### src/rtl/block_ram_arbiter.sv
// Round-robin arbiter that shares one simple-dual-port block RAM among N requesters.
// Define BRAM_ARB_FWD_EN to forward same-cycle write data to a colliding read (write-first).
module block_ram_arbiter #(
  parameter  int W = 32,
  parameter  int L = 375,
  parameter  int N = 2,
  localparam int A = $clog2(L)
) (
  input  logic             clk,
  input  logic             rst,
  input  logic [N-1:0]     req_rd,
  input  logic [N*A-1:0]   req_rd_addr,
  output logic [N-1:0]     gnt_rd,
  output logic [N-1:0]     rd_valid,
  output logic [W-1:0]     rd_data,
  input  logic [N-1:0]     req_wr,
  input  logic [N*A-1:0]   req_wr_addr,
  input  logic [N*W-1:0]   req_wr_data,
  output logic [N-1:0]     gnt_wr,
  output logic [A-1:0]     ram_rd_addr,
  input  logic [W-1:0]     ram_rd_data,
  output logic [A-1:0]     ram_wr_addr,
  output logic             ram_wr_ena,
  output logic [W-1:0]     ram_wr_data
);

  localparam int PW = (N > 1) ? $clog2(N) : 1;

  // Returns {found, index}; scanning offsets high-to-low lets the nearest requester win.
  function automatic logic [PW:0] rr_pick(input logic [N-1:0] req, input logic [PW-1:0] ptr);
    logic [PW:0]   res;
    logic [PW-1:0] idx;
    res = '0;
    for (int k = N - 1; k >= 0; k--) begin
      idx = PW'((int'(ptr) + k) % N);
      if (req[idx]) res = {1'b1, idx};
    end
    return res;
  endfunction

  logic [A-1:0] rd_addr_a [N];
  logic [A-1:0] wr_addr_a [N];
  logic [W-1:0] wr_data_a [N];

  for (genvar gi = 0; gi < N; gi++) begin : g_unpack
    assign rd_addr_a[gi] = req_rd_addr[gi*A +: A];
    assign wr_addr_a[gi] = req_wr_addr[gi*A +: A];
    assign wr_data_a[gi] = req_wr_data[gi*W +: W];
  end

  logic [PW-1:0] rd_ptr_q, rd_ptr_d, wr_ptr_q, wr_ptr_d;
  logic [N-1:0]  rd_valid_q;
  logic          rd_oor_q;
  logic [PW:0]   rd_pick, wr_pick;
  logic          rd_found, wr_found;
  logic [PW-1:0] rd_idx, wr_idx;
  logic [A-1:0]  rd_addr_sel, wr_addr_sel;
  logic          rd_oor, wr_oor;

  assign rd_pick  = rr_pick(req_rd, rd_ptr_q);
  assign wr_pick  = rr_pick(req_wr, wr_ptr_q);
  assign rd_found = rd_pick[PW] & ~rst;
  assign wr_found = wr_pick[PW] & ~rst;
  assign rd_idx   = rd_pick[PW-1:0];
  assign wr_idx   = wr_pick[PW-1:0];

  assign rd_addr_sel = rd_addr_a[rd_idx];
  assign wr_addr_sel = wr_addr_a[wr_idx];
  assign rd_oor      = int'(rd_addr_sel) >= L;
  assign wr_oor      = int'(wr_addr_sel) >= L;

  assign gnt_rd = rd_found ? (N'(1) << rd_idx) : '0;
  assign gnt_wr = wr_found ? (N'(1) << wr_idx) : '0;

  assign ram_rd_addr = rd_found ? rd_addr_sel : '0;
  assign ram_wr_addr = wr_found ? wr_addr_sel : '0;
  assign ram_wr_data = wr_found ? wr_data_a[wr_idx] : '0;
  // Out-of-range writes are still granted for fairness but never reach the RAM.
  assign ram_wr_ena  = wr_found & ~wr_oor;

  assign rd_ptr_d = rd_found ? PW'((int'(rd_idx) + 1) % N) : rd_ptr_q;
  assign wr_ptr_d = wr_found ? PW'((int'(wr_idx) + 1) % N) : wr_ptr_q;

  assign rd_valid = rd_valid_q;

`ifdef BRAM_ARB_FWD_EN
  logic          fwd_q;
  logic [W-1:0]  fwd_data_q;
  logic          fwd_d;

  assign fwd_d   = rd_found & wr_found & ~wr_oor & (rd_addr_sel == wr_addr_sel);
  assign rd_data = rd_oor_q ? '0 : (fwd_q ? fwd_data_q : ram_rd_data);

  always_ff @(posedge clk) begin
    if (rst) begin
      fwd_q      <= 1'b0;
      fwd_data_q <= '0;
    end else begin
      fwd_q      <= fwd_d;
      fwd_data_q <= wr_data_a[wr_idx];
    end
  end
`else
  assign rd_data = rd_oor_q ? '0 : ram_rd_data;
`endif

  always_ff @(posedge clk) begin
    if (rst) begin
      rd_ptr_q   <= '0;
      wr_ptr_q   <= '0;
      rd_valid_q <= '0;
      rd_oor_q   <= 1'b0;
    end else begin
      rd_ptr_q   <= rd_ptr_d;
      wr_ptr_q   <= wr_ptr_d;
      rd_valid_q <= gnt_rd;
      rd_oor_q   <= rd_found & rd_oor;
    end
  end

endmodule
### config.mk
export PLATFORM = sky130hd
export DESIGN_NAME = block_ram_arbiter
export DESIGN_NICKNAME = d
export VERILOG_FILES = /design/src/rtl/block_ram_arbiter.sv
export SDC_FILE = /design/constraint.sdc
export NUM_CORES = 1
export LEC_CHECK = 0
export BUFFER_PORTS_ARGS = -buffer_cell sky130_fd_sc_hd__buf_2
export CORE_AREA = 5 5 86 88
export CTS_BUF_LIST = sky130_fd_sc_hd__clkbuf_4
export CTS_CLUSTER_DIAMETER = 40
export DETAILED_ROUTE_END_ITERATION = 10
export DIE_AREA = 0 0 91 93
export SYNTH_ARGS = -nofsm -noshare
export SYNTH_HDL_FRONTEND = slang
export SYNTH_SLANG_ARGS = --single-unit
### constraint.sdc
create_clock -name clk -period 2.5 [get_ports clk]
set_clock_uncertainty 0.15 [all_clocks]
set_input_delay 0.75 -clock clk [delete_from_list [all_inputs] [get_ports clk]]
set_output_delay 0.75 -clock clk [all_outputs]
set_load 0.05 [all_outputs]
## Yosys cells after proc, flatten, opt, wreduce, memory -nomap -nowiden

Index checks and enable logic that the tools add are counted.

| storage, ports and cells | value |
|---|---|
| bits in registers | 5 |

| cells by class | value |
|---|---|
| add/subtract/negate cells | 4 |
| order comparisons | 8 |
| shift-type cells | 2 |
| mux-type cells | 27 |
| bitwise logic cells | 8 |

Operators with widths:

| operator | number |
|---|---|
| 32-bit two-way mux | 5 |
| 9-bit two-way mux | 8 |
| 9-bit greater-or-equal comparator, second input constant | 2 |
| 2-bit two-way mux | 6 |
| 1-bit by 2-bit less-than comparator with 1-bit output, second input constant | 4 |
| 1-bit two-way mux | 8 |
| 1-bit adder, second input constant | 4 |
| 1-bit AND | 4 |
| 2-bit greater-or-equal comparator, second input constant | 2 |
| 1-bit NOT with 2-bit output | 2 |
| 1-bit by 1-bit left shift with 2-bit output, first input constant | 2 |
| 1-bit NOT | 2 |

## Longest topological paths before layout

| depth | value |
|---|---|
| depth in word-level cells | 12 |
| depth in mapped cells | 5 |

## Least setup slack after synthesis

OpenSTA, ideal clock, no wires.

| timing path | value |
|---|---|
| path kind | input port to output port |
| start | in req_wr_addr[9] |
| end | out ram_wr_ena |
| data arrival time | 2.022 ns |
| required time | 1.600 ns |
| setup slack | -0.422 ns |
| cell stages on the path | 4 |
| path buffers | 0 |
| cell sequence | a31o_2 > a41oi_1 > o2bb2ai_1 > a21oi_1 |

| between the ends | value |
|---|---|
| word-level cells in the longest chain between the ends | 6 |

Ends and longest elaborated chain:

| element | line | text |
|---|---|---|
| start, declared | 17 | `input logic [N*A-1:0] req_wr_addr,` |
| 9-bit two-way mux (not written as such) (3 in a row) | 68 | `assign wr_addr_sel = wr_addr_a[wr_idx];` |
| 9-bit greater-or-equal comparator | 70 | `assign wr_oor = int'(wr_addr_sel) >= L;` |
| 1-bit NOT | 79 | `assign ram_wr_ena = wr_found & ~wr_oor;` |
| 1-bit AND | 79 |  |
| end, declared | 23 | `output logic ram_wr_ena,` |

Every way passes these cells. The select of a mux whose other input is x is not followed.

## Worst setup path in the final report

| timing path | value |
|---|---|
| start | in rst |
| end | out ram_wr_data[4] |

| between the ends | value |
|---|---|
| word-level cells in the longest chain between the ends | 3 |

Ends and longest elaborated chain:

| element | line | text |
|---|---|---|
| start, declared | 10 | `input logic rst,` |
| 1-bit NOT | 63 | `assign wr_found = wr_pick[PW] & ~rst;` |
| 1-bit AND | 63 |  |
| 32-bit two-way mux | 77 | `assign ram_wr_data = wr_found ? wr_data_a[wr_idx] : '0;` |
| end, declared | 24 | `output logic [W-1:0] ram_wr_data` |

Every way passes these cells.

==> key figures <==
Status
  – Status: complete, but fails checks
  – Failing checks: setup timing

Cells and area
  – Layout cell share with drive strength beyond 1: 84.5%
  – Area delta synth->final: 207%
  – Inserted Diodes: 0
  – Post-Layout Cell Count: 479
  – Commonest non-fill, non-tap cell in the layout: buf_2
  – Nets: 538
  – Most frequent cells in the layout: buf_2, buf_6, nor2b_1
  – Post-route cell area: 3510 um^2

Synthesis
  – Post-synth ARST share: 0%
  – Register area share after synthesis: 8.77%
  – Syn nets: 298
  – Synth unique cells: 30
  – Ys Warns: 0
  – Number of synthesized register bits: 5
  – Mapped Area: 1140 um^2
  – Ranking of synthesized cells by area: a22o_1, nor2b_1, dfxtp_1
  – Avg Inst Size Synth: 7.13 um^2
  – Synth Instances: 160
  – Post-synth EDFFs: 0
  – Cell taking the most area after synthesis: a22o_1
  – Synth top area share: 24.6%
  – Most used DFF post-synth: dfxtp_1

Power
  – LEAKAGE: 1.73 nW
  – Sequential share of power: 7.7%
  – Pwr Density: 351 nW/um^2
  – Share of power burned in the clock network: 7.9%
  – Worst VDD drop: 0.000208 V
  – Internal power: 0.563 mW
  – Net Switching: 0.669 mW
  – Switching part of the total: 54.3%
  – Combinational share of power: 84.3%

Global routing
  – Initial antenna violation count: 0
  – First-pass GRT wire length: 11500 um
  – Vias in the first global route: 2318
  – Global Route Usage Sum: 16.3%
  – Largest net degree at the start of global routing: 34
  – Grt ovf: 0

Timing
  – Final setup viols: 44
  – Fin. Hold Viols: 0
  – Minimum clock period: 2620 ps
  – Fin. max-slew vios: 0
  – Period utilization: 105%
  – Final setup TNS: -3900 ps
  – Highest Clock Rate: 382 MHz
  – Setup ws final: -119 ps
  – Worst hold margin: 322 ps
  – Rel. slew slack: 65.4%
  – Slew at the pin closest to its max-slew limit: 519 ps
  – Unrepaired setup endpoints after global routing: true

Placement
  – DP Area: 2750 um^2
  – Port Buffers: 226
  – Setup WS pre-CTS: -269 ps
  – Placed Cells incl. Taps: 470
  – HPWL after detailed placement: 5770 um
  – Routability Congestion: 0.769

Die
  – Die Y: 93 um
  – Die area: 8460 um^2
  – Die Wd: 91 um
  – Core area: 6570 um^2
  – # IOs: 227
  – Core Rows: 30
  – Initial core utilization: 17.4%

Clocking
  – Clk slew on worst S/H paths: 40 ps
  – H-tree depth: 1
  – CTS Sinks: 5
  – CTS tree: done
  – TritonCTS Buffers: 3
  – Max Buffers Root-to-Sink: 2
  – Clock Tree Root: clkbuf_4
  – Worst skew pair latency: 240 ps
  – Hold_buf cts: 0

Hold path
  – Worst Hold Class: reg -> reg

Routing
  – Routed wire length: 7540 um
  – DR vias/cell: 4.58
  – Drt first pass iters: 4
  – Vias: 2192
  – Number of routed nets with antenna violations: 0
  – DRT iter0 DRCs: 56
  – Drc violations: 0
  – Routed WL per cell: 15.7 um

Setup path
  – WS Path Type: in -> out
  – Worst Setup End Kind: output pin
  – Worst Path Required: 1600 ps
  – Critical Path AT: 1720 ps
  – Worst-path fanout max: 33
  – Startpoint Class: primary input

Run
  – MaxCap Viol Count: 0
critical path, stage by stage:
cell and delay [ps]:
buf_6 100, o21bai_4 170, a21oi_4 130, buf_12 210, a22o_2 190, buf_6 150
sequential cells by signal, summed over array words and instances, names as in the netlist:
register and cells:
rd_oor_q 1, rd_ptr_q 1, rd_valid 2, wr_ptr_q 1
path summary, 6_finish.rpt:
path,slack (ps),depth (start not counted),start,end
max reg2reg,1010,5,rd_ptr_q$_SDFFE_PP0P_,rd_oor_q$_SDFF_PP0_
max,-120,6,rst,ram_wr_data[4]
min,320,2,wr_ptr_q$_SDFFE_PP0P_,wr_ptr_q$_SDFFE_PP0P_
min reg2reg,320,2,wr_ptr_q$_SDFFE_PP0P_,wr_ptr_q$_SDFFE_PP0P_
per-layer routing:
metal	GRT usage [%]	wire [um]	vias up
met2	30.0	4130	118
met1	18.6	2700	994
met4	2.93	74	0
li1	-	-	1074
met5	0	0	-
met3	4.99	638	6
Yosys cell counts, types with 2 or more instances:
cell / number
a22o_1: 32
buf_2: 3
a31oi_1: 2
nand3_1: 11
a41oi_1: 2
nor2_1: 12
nor2b_1: 32
buf_4: 4
mux2i_1: 9
a21oi_1: 13
and2_1: 2
dfxtp_1: 5
nand2_1: 11
clkbuf_1: 4
buf_6: 3
layout make-up:
type                    instances  area [um^2]
well taps                      80          100
clock inverters                 1         5.00
multi-input cells             140         1430
inverters                       1         6.26
clock buffers                   3         22.5
flip-flops and latches          5          101
repair buffers                249         1840
fillers                       617         3060
per-stage QoR:
step / total power [mW] / util, %
2_1_floorplan: 0.691 / -
3_3_place_gp: 0.944 / 41.9
3_5_place_dp: 0.949 / 41.9
4_1_cts: 1.21 / 51.6
5_1_grt: 1.29 / 53.4
6_report: 1.23 / 53.4
power groups by stage:
stage / logic (mW) / registers (mW) / clock network (mW)
final: 1.04 / 0.0952 / 0.0976
after global routing: 1.09 / 0.0971 / 0.108
after CTS: 1.01 / 0.0951 / 0.104
after detailed placement: 0.853 / 0.0962 / 0
after global placement: 0.849 / 0.0957 / 0
after floorplan: 0.595 / 0.0958 / 0
logic make-up (layout without fill, tap and decap cells):
| kind of cell | count (synthesis) | after routing | synth area share, % |
|---|---|---|---|
| AND/OR/NAND/NOR | 73 | 73 | 34.6 |
| AO/OA/AOI/OAI | 58 | 58 | 40.1 |
| buffers and inverters | 15 | 254 | 8.55 |
| multiplexers | 9 | 9 | 7.90 |
| flip-flops | 5 | 5 | 8.77 |
what timing repair did:
action | 4_1_cts | 5_1_grt
resized for setup | 146 | 35
pin swaps | 2 | 4
setup buffers | 3 | 0
endpoints found under the setup margin | 57 | 55
cloned | 2 | 0
Note: power is estimated with default switching activity, not from simulation.
